### src/rtl/button_conditioner.sv
// Push-button conditioner: two-flop synchronizer, window debounce FSM and
// single-cycle press / release / long-press event pulses.
module button_conditioner #(
    parameter int CLK_IN       = 50_000_000,
    parameter int DB_FREQ      = 100,
    parameter int HOLD_WINDOWS = 200
) (
    input  logic i_clk,
    input  logic i_reset,
    input  logic i_en,
    input  logic i_button,
    output logic o_level,
    output logic o_press,
    output logic o_release,
    output logic o_long
);

    localparam int N    = CLK_IN / DB_FREQ;
    localparam int HOLD = N * HOLD_WINDOWS;
    localparam int CW   = $clog2(N);
    localparam int HW   = $clog2(HOLD + 1);

    localparam logic [CW-1:0] DB_LAST   = CW'(N - 1);
    localparam logic [HW-1:0] HOLD_LAST = HW'(HOLD - 1);
    localparam logic [HW-1:0] HOLD_MAX  = HW'(HOLD);

    typedef enum logic [1:0] {
        IDLE,
        DB_PRESS,
        HELD,
        DB_RELEASE
    } state_t;

    state_t        state, state_next;
    logic [CW-1:0] db_cnt, db_cnt_next;
    logic [HW-1:0] hold_cnt, hold_cnt_next;
    logic          s1, s2;
    logic          press_next, release_next, long_next;

    // The synchronizer keeps running while disabled so a held button is
    // already visible on s2 when enable returns.
    always_ff @(posedge i_clk) begin
        if (i_reset) begin
            s1 <= 1'b0;
            s2 <= 1'b0;
        end else begin
            s1 <= i_button;
            s2 <= s1;
        end
    end

    always_ff @(posedge i_clk) begin
        if (i_reset) begin
            state     <= IDLE;
            db_cnt    <= '0;
            hold_cnt  <= '0;
            o_press   <= 1'b0;
            o_release <= 1'b0;
            o_long    <= 1'b0;
        end else begin
            state     <= state_next;
            db_cnt    <= db_cnt_next;
            hold_cnt  <= hold_cnt_next;
            o_press   <= press_next;
            o_release <= release_next;
            o_long    <= long_next;
        end
    end

    always_comb begin
        state_next    = state;
        db_cnt_next   = db_cnt;
        hold_cnt_next = '0;
        press_next    = 1'b0;
        release_next  = 1'b0;
        long_next     = 1'b0;

        case (state)
            IDLE: begin
                db_cnt_next = '0;
                if (s2) begin
                    state_next  = DB_PRESS;
                    db_cnt_next = CW'(1);
                end
            end
            DB_PRESS: begin
                if (!s2) begin
                    state_next  = IDLE;
                    db_cnt_next = '0;
                end else if (db_cnt == DB_LAST) begin
                    state_next  = HELD;
                    db_cnt_next = '0;
                    press_next  = 1'b1;
                end else begin
                    db_cnt_next = db_cnt + CW'(1);
                end
            end
            HELD: begin
                db_cnt_next = '0;
                if (!s2) begin
                    state_next  = DB_RELEASE;
                    db_cnt_next = CW'(1);
                end
            end
            DB_RELEASE: begin
                if (s2) begin
                    state_next  = HELD;
                    db_cnt_next = '0;
                end else if (db_cnt == DB_LAST) begin
                    state_next   = IDLE;
                    db_cnt_next  = '0;
                    release_next = 1'b1;
                end else begin
                    db_cnt_next = db_cnt + CW'(1);
                end
            end
            default: begin
                state_next  = IDLE;
                db_cnt_next = '0;
            end
        endcase

        // Hold timer runs only while the debounced level is high and
        // saturates so the long pulse fires once per press.
        if ((state == HELD || state == DB_RELEASE) && state_next != IDLE) begin
            hold_cnt_next = hold_cnt;
            if (hold_cnt < HOLD_MAX) begin
                hold_cnt_next = hold_cnt + HW'(1);
            end
            long_next = (hold_cnt == HOLD_LAST) && !release_next;
        end

        if (!i_en) begin
            state_next    = IDLE;
            db_cnt_next   = '0;
            hold_cnt_next = '0;
            press_next    = 1'b0;
            release_next  = 1'b0;
            long_next     = 1'b0;
        end
    end

    always_comb begin
        o_level = (state == HELD) || (state == DB_RELEASE);
    end

endmodule

### config.mk
export PLATFORM = sky130hd
export DESIGN_NAME = button_conditioner
export DESIGN_NICKNAME = d
export VERILOG_FILES = /design/src/rtl/button_conditioner.sv
export SDC_FILE = /design/constraint.sdc
export NUM_CORES = 1
export LEC_CHECK = 0
export BUFFER_PORTS_ARGS = -buffer_cell sky130_fd_sc_hd__buf_2
export CAP_MARGIN = 20
export CELL_PAD_IN_SITES_DETAIL_PLACEMENT = 1
export CELL_PAD_IN_SITES_GLOBAL_PLACEMENT = 1
export CORE_UTILIZATION = 47
export DETAILED_ROUTE_END_ITERATION = 16
export PLACE_DENSITY = 0.89
export SETUP_SLACK_MARGIN = 0.05
export SLEW_MARGIN = 5
export SYNTH_ARGS = -nofsm -noshare
export SYNTH_HDL_FRONTEND = slang
export SYNTH_SLANG_ARGS = --single-unit
### constraint.sdc
create_clock -name i_clk -period 2.4 [get_ports i_clk]
set_input_delay 0.36 -clock i_clk [delete_from_list [all_inputs] [get_ports i_clk]]
set_output_delay 0.36 -clock i_clk [all_outputs]
set_load 0.01 [all_outputs]
**Word-level counts from Yosys, hierarchy flattened**

Cells that the tools add are included.

- Bits in read-only memories: 0
- Register bits: 53
- Output and inout port bits: 4
- Memory bits (writable): 0
- Bits in latches: 0
- Memories kept: 0
- Logic and storage cells: 45
- Input bits: 4

- Div/mod/pow operators: 0
- Muxes and demuxes: 16
- Order comparisons: 1
- Bitwise logic cells: 4
- Reduce and logical (&&, ||, !) cells: 9
- Multipliers: 0
- Equality and inequality tests: 5
- Add/sub/neg operators: 2
- Shift-type cells: 0

Operator list:

| kind | number |
|---|---|
| $pmux 19 s4 | 1 |
| $mux 19 | 3 |
| $add 27x1->27 const B | 1 |
| $eq 27x27->1 const B | 1 |
| $lt 27x27->1 const B | 1 |
| $add 19x1->19 const B | 1 |
| $eq 19x19->1 const B | 1 |
| $mux 2 | 6 |
| $pmux 2 s4 | 1 |
| $mux 1 | 5 |
| $eq 2x2->1 const B | 2 |
| $not 1->1 | 4 |
| $reduce_or 4->1 | 1 |
| $reduce_or 3->1 | 1 |
| $eq 2x1->1 const B | 1 |
| $logic_and 1x1->1 | 2 |
| $logic_not 2->1 | 1 |
| $reduce_bool 2->1 | 1 |
| $reduce_or 2->1 | 1 |
| $logic_not 1->1 | 1 |
| $logic_or 1x1->1 | 1 |

**Logic depth before layout (Yosys ltp)**

Gate-level depths: netlist (run 1).

- Word-level depth: 8
- Gate-level depth with buffers: 7
- Gate-level depth less buffers: 6

**Worst setup path before layout (run 1)**

OpenSTA, ideal clock, no wires.

- Path kind: register to register
- Start: register hold_cnt[8]
- End: register hold_cnt[23]
- Arrival time: 2.078 ns
- Period minus slack after synthesis: 2.148 ns
- Data required time: 2.329 ns
- Setup time: 0.071 ns
- Buffers on the path: 0
- Cell stages (with the launch flop): 6
- Path slack: 0.252 ns
- Cells stage by stage: dfxtp_1 or4_4 o311a_4 a2111o_1 or3_1 a21oi_1

- Cells in the longest elaborated chain, start to end: 1
- Elaborated cells on any way between the ends: 2
- Classes of those cells: 1 x add/sub; 1 x order compare

Ends and longest elaborated chain:

| item | RTL line | source |
|---|---|---|
| start, declared | 36 | `logic [HW-1:0] hold_cnt, hold_cnt_next;` |
| start signal, assigned | 63 | `hold_cnt <= hold_cnt_next;` |
| $add 27x1->27 or $lt 27x27->1 (tied branches) | 128, 127 |  |

Parallel ways exist; a longest one is shown, timed or not.
A chain may end at the register's enable or synchronous reset.

**Worst setup path after layout (run 1)**

- Start: register hold_cnt[8]
- End: register hold_cnt[21]

Same word-level chain as after synthesis.

==> impl_metrics.csv, run 1 <==
group,metric,value,unit
power,irDropWorstVdd,0.3521,mV
clock_tree,cts_tree,"built",
drt,ant_nets,0,
setup_path,r2r_slack,0.14,ns
sta,timing.final.crit_share,94.28,%
setup_path,critPathKind,"reg2reg",
grt,grt_usage,23.16,%
drt,drc,0,
grt,gr-total-overflow,0,
clock_tree,cts_buffers,5,
grt,grt_pass1_wl,9.784,mm
sta,rsz0062_at_grt,"yes",
clock_tree,cts.sink_count,53,
sta,hold_viol_final,0,
clock_tree,cts-htree-levels,2,
synth,syn_nets,294,
drt,top_layer_used,"met4",
grt,antenna_found_initial,0,
synth,syn_area_per_cell,8.567,um2
sta,setup_violations,0,
floorplanning,rows,26,
sta,skew,0.01004,ns
clock_tree,clock_latency,0.32,ns
floorplanning,core,5075,um2
floorplanning,initial_core_util,48.62,%
sta,max_freq,0.4419,GHz
place,post_dp_cell_area,2613,um2
flow_run,maxCapViolations,0,
synth,synth_seq_cells,53,
synth,yosysTopAreaCellShare,43.00,%
finish,nets,305,
min_path,min_path_type,"in2reg",
setup_path,endpoint_kind,"flip-flop",
synth,synth-edff-count,0,
min_path,whs_path_depth,2,
clock_tree,clockBufferDepth,2,
drt,wl_met3,160,um
grt,grt_max_degree,28,
finish,design_area,2743,um2
clock_tree,path_clk_slew,0.11,ns
floorplanning,die_h,74.46,um
synth,netlist_instances,288,
floorplanning,die_area,5544,um2
setup_path,cp_max_fo,6,
synth,synth_largest_area_cell,"dfxtp_1",
drt,met2WireLength,3.148,mm
drt,drt_wl_total,5.957,mm
synth,synth_area,2467,um2
outcome,outcome,"completed",
synth,synth_ff_type,"dfxtp_1",
power,power_leakage,0.0008168,uW
synth,ys_warn_count,0,
place,numPortBuffers,7,
drt,drt_iter0_drc,62,
sta,tns,0,ns
floorplanning,die_w,74.46,um
sta,drv_slew,0,
setup_path,r2r_start,"hold_cnt[8]",
finish,layout-drive-gt1-share,10.00,%
clock_tree,cts_root_buffer,"clkbuf_8",
synth,synth_cell_types,43,
power,p_total,1532,uW
power,power.density,558.4,nW/um2
sta,worst_pin_slew,0.5008,ns
finish,final_common_cell,"dfxtp_1",
drt,drtPass1Iterations,4,
synth,synthArstFlopShare,0,%
finish,area_delta_synth_final,11.16,%
sta,slew_headroom,66.31,%
clock_tree,post_cts_buffers,0,
drt,viasPerCell,5.795,
drt,vias,2144,
drt,post_drt_wl_per_cell,16.10,um
min_path,whs_endpoint,"s1",
setup_path,startpoint_type,"flip-flop",
finish,final_cell_mix,"dfxtp_1, nor2_1, a21oi_1, nand2_1",
min_path,min_from,"i_reset",
setup_path,timing.rr.end,"hold_cnt[21]",
setup_path,reg2reg_depth,5,
setup_path,cp_data_arrival_time,2.52,ns
place,place.gp.congestion,0.7901,
finish,diodes,0,
sta,hold_slack,0.2006,ns
synth,yosysSeqAreaShare,43.00,%
floorplanning,io_pins,8,
drt,met1_length,2.568,mm
place,dpl.hpwl,4.242,mm
clock_tree,hold_buffers,0,
grt,grt_pass1_vias,2243,
synth,synthTopCellsByArea,"dfxtp_1, nor2_1, or3_1",
setup_path,required,2.65,ns
sta,min_period,2.263,ns
[sequential cells by signal, summed over array words and instances, names as in the netlist]
signal / cells
db_cnt: 19
hold_cnt: 27
o_long: 1
o_press: 1
o_release: 1
s1: 1
s2: 1
state: 2
[metrics by stage]
| step | worst slack (ns) | utilization [%] | cells |
|---|---|---|---|
| floorplan | 0.2515 | - | 288 |
| CTS | 0.09390 | 53.85 | 370 |
| global route | 0.03532 | 54.04 | 370 |
| finish | 0.1372 | 54.04 | 370 |
| detailed placement | 0.06863 | 51.48 | 362 |
| global placement | 0.1927 | 51.48 | 362 |
[worst max path at each step]
stage,end,slack (ns),from,cells after the start
2_1_floorplan,hold_cnt[23],0.25,hold_cnt[8],5
3_3_place_gp,hold_cnt[21],0.19,hold_cnt[8],5
3_5_place_dp,hold_cnt[16],0.07,hold_cnt[8],6
4_1_cts,hold_cnt[23],0.09,hold_cnt[8],5
5_1_grt,hold_cnt[25],0.04,hold_cnt[8],5
6_report,hold_cnt[21],0.14,hold_cnt[8],5
[power breakdown]
part / internal (uW) / leakage, uW / switching [uW]
Clock: 319 / 0.0000591 / 324
Sequential: 881 / 0.000427 / 1.27
Combinational: 3.96 / 0.000330 / 3.21
Total: 1200 / 0.000817 / 328
[Yosys cell counts, drive strengths merged (3+ instances only)]
library cell and number:
or4 4, o21ai 18, nand3 16, and4 5, inv 5, nor3 10
nand4 12, xnor2 9, and2 7, dfxtp 53, and3 4, nand2 18
mux2i 3, nor2b 3, clkbuf 7, o31ai 3, xor2 12, a21oi 21
nor2 32, or3 17
[critical path, stage by stage, from the launching register on]
cell      delay (ns)
dfxtp_1         0.36
or4_4           0.58
o311a_4         0.35
a2111o_1        0.43
or3_1           0.33
a21oi_1         0.14
[layer usage]
metal	up-vias	global-route usage [%]
met2	25	43.74
met1	1038	25.37
met5	-	0
li1	1073	-
met3	8	5.827
met4	0	6.499
[kinds of logic (layout without fill, tap and decap cells)]
family          Yosys count  in the layout  synth area share (%)
xor+xnor                 21             21                 7.455
mux                       3              3                 1.217
simple gates            140            140                 30.83
compound gates           55             55                 14.30
fa+ha+maj                 2              2                 1.014
buf+inv                  14             26                 2.180
flops                    53             53                 43.00
[layout make-up]
cell class / count / area [um2]
Fill cell: 625 / 2332
Clock buffer: 5 / 68.82
Tap cell: 70 / 87.58
Timing Repair Buffer: 13 / 92.59
Multi-Input combinational cell: 221 / 1366
Inverter: 5 / 18.77
Sequential cell: 53 / 1061
Clock inverter: 3 / 47.55
[what timing repair did]
item | CTS | global route
resized for setup | 1 | 1
endpoints found under the setup margin | 1 | 7
pin swaps | 0 | 2
Note: power is estimated with default switching activity, not from simulation.
==> run 2, diff against run 1 <==
==> constraint.sdc (replaced) <==
create_clock -name i_clk -period 2.2 [get_ports i_clk]
set_input_delay 0.33 -clock i_clk [delete_from_list [all_inputs] [get_ports i_clk]]
set_output_delay 0.33 -clock i_clk [all_outputs]
set_load 0.01 [all_outputs]
==> impl_metrics.csv, run 2 (same netlist as run 1, synthesis figures left out) <==
group,metric,value,unit
sta,hold_viol_final,0,
clock_tree,hold_buffers,0,
power,irDropWorstVdd,0.4012,mV
grt,antenna_found_initial,0,
setup_path,critPathKind,"reg2reg",
floorplanning,die_h,74.46,um
finish,largest_register,"hold_cnt",
finish,layout-drive-gt1-share,17.20,%
setup_path,cp_max_fo,6,
clock_tree,cts_buffers,5,
floorplanning,initial_core_util,48.62,%
floorplanning,die_w,74.46,um
flow_run,maxCapViolations,0,
finish,nets,319,
setup_path,cp_data_arrival_time,2.47,ns
drt,drc,0,
finish,final_common_cell,"dfxtp_1",
clock_tree,cts_root_buffer,"clkbuf_8",
drt,vias,2220,
power,power_leakage,0.0009084,uW
finish,largest_register_ffs,27,
place,numPortBuffers,7,
grt,gr-total-overflow,0,
place,dp_slack,-0.09633,ns
setup_path,critPathCapture,"hold_cnt[23]",
setup_path,reg2reg_depth,5,
clock_tree,clock_latency,0.31,ns
min_path,min_path_type,"in2reg",
drt,viasPerCell,5.781,
grt,grt_usage,22.43,%
finish,final_util,56.73,%
sta,max_freq,0.4502,GHz
drt,post_drt_wl_per_cell,15.83,um
setup_path,timing.rr.end,"hold_cnt[23]",
setup_path,startpoint,"hold_cnt[8]",
setup_path,cp_cell_sequence,"or4_4 > o311a_4 > a2111o_1 > or3_1 > a21oi_2",
clock_tree,cts_tree,"built",
setup_path,max_stage_delay,0.55,ns
sta,rsz0062_at_grt,"yes",
place,dpl.hpwl,4.212,mm
setup_path,crit_buf_inv,0,
sta,drv_slew,0,
setup_path,required,2.45,ns
clock_tree,cts-htree-levels,2,
floorplanning,core,5075,um2
sta,timing.final.crit_share,101.0,%
setup_path,r2r_slack,-0.02,ns
drt,ant_nets,0,
finish,area_delta_synth_final,16.68,%
setup_path,path_depth,5,
floorplanning,die_area,5544,um2
finish,reg_top3,"hold_cnt (27), db_cnt (19), state (2)",
sta,min_period,2.221,ns
floorplanning,rows,26,
clock_tree,cts.sink_count,53,
sta,setup_violations,5,
clock_tree,clockBufferDepth,2,
sta,slew_headroom,68.25,%
setup_path,critical_path.top_delay_family,"simple AND/OR/NAND/NOR gates",
min_path,min_from,"i_reset",
place,place.gp.congestion,0.7830,
drt,drt_iter0_drc,80,
setup_path,startpoint_type,"flip-flop",
outcome,outcome,"finished, violations left",
power,power.density,542.8,nW/um2
grt,grt_max_degree,28,
outcome,violations,"negative setup slack",
drt,drt_wl_total,6.078,mm
grt,grt_pass1_wl,9.501,mm
grt,grt_pass1_vias,2174,
drt,drtPass1Iterations,7,
setup_path,endpoint_kind,"flip-flop",
setup_path,cpMaxStageDelayCell,"or4_4",
floorplanning,io_pins,8,
finish,diodes,0,
sta,skew,0.01036,ns
clock_tree,path_clk_slew,0.11,ns
sta,setup_slack,-0.02141,ns
setup_path,r2r_start,"hold_cnt[8]",
finish,final_cell_mix,"dfxtp_1, nor2_1, a21oi_1, nand2_1",
sta,worst_pin_slew,0.4720,ns
[run 2: cell types whose count changed in the layout (fill, tap and decap cells not counted), moves of 2 or more]
cell     previous run  this run
buf_4               5        16
dfxtp_2             0         4
a21oi_1            21        19
dfxtp_1            53        49
or4b_2              2         0
or4b_4              0         2
a21oi_2             0         2
buf_6               0         3
[run 2: repair_timing]
item,4_1_cts,5_1_grt
pin swaps,3,3
setup endpoints to repair,34,44
gates cloned,0,1
buffers inserted,3,0
gates resized for setup,6,13
[run 2: cell type report]
type / instances / area [um2]
clock inverters: 3 / 28.78
flip-flops and latches: 53 / 1066
repair buffers: 27 / 209.0
fillers: 631 / 2196
multi-input cells: 221 / 1400
clock buffers: 5 / 68.82
well taps: 70 / 87.58
inverters: 5 / 18.77
[run 2: worst reg2reg max path, cell delays in order, from the launching register on]
cell and delay [ns]:
dfxtp_2 0.34, or4_4 0.55, o311a_4 0.35, a2111o_1 0.43, or3_1 0.36, a21oi_2 0.13
[run 2: worst min path at each step]
stage          end  slack (ns)  depth (start not counted)
2_1_floorplan   s1        0.40                          1
3_3_place_gp    s2        0.42                          1
3_5_place_dp    s2        0.44                          1
4_1_cts         s1        0.17                          2
5_1_grt         s1        0.17                          2
6_report        s1        0.18                          2
[run 2: power by group]
part | switching (uW) | internal (uW) | leakage, uW
clock network | 354 | 239 | 0.0000506
registers | 1.44 | 961 | 0.000429
logic | 3.57 | 4.35 | 0.000429
total | 359 | 1200 | 0.000908
[run 2: per-stage QoR]
stage                     hold slack [ns]    TNS (ns)  instance area, um2  total power (uW)  cells
final                              0.1766    -0.04621                2879              1563    384
after detailed placement           0.4436     -0.9717                2688             992.6    372
after global routing               0.1676      -1.074                2879              1617    384
after CTS                          0.1734    -0.01861                2829              1576    383
after floorplan                    0.4016           0                2467             988.4    288
after global placement             0.4215  -0.0003801                2688             992.2    372
[run 2: layer usage]
metal	global-route usage [%]	vias up	wire, um
met5	0	-	0
met4	8.595	0	146
met3	5.149	14	139
met2	42.94	37	3324
met1	23.50	1068	2467
li1	-	1101	-
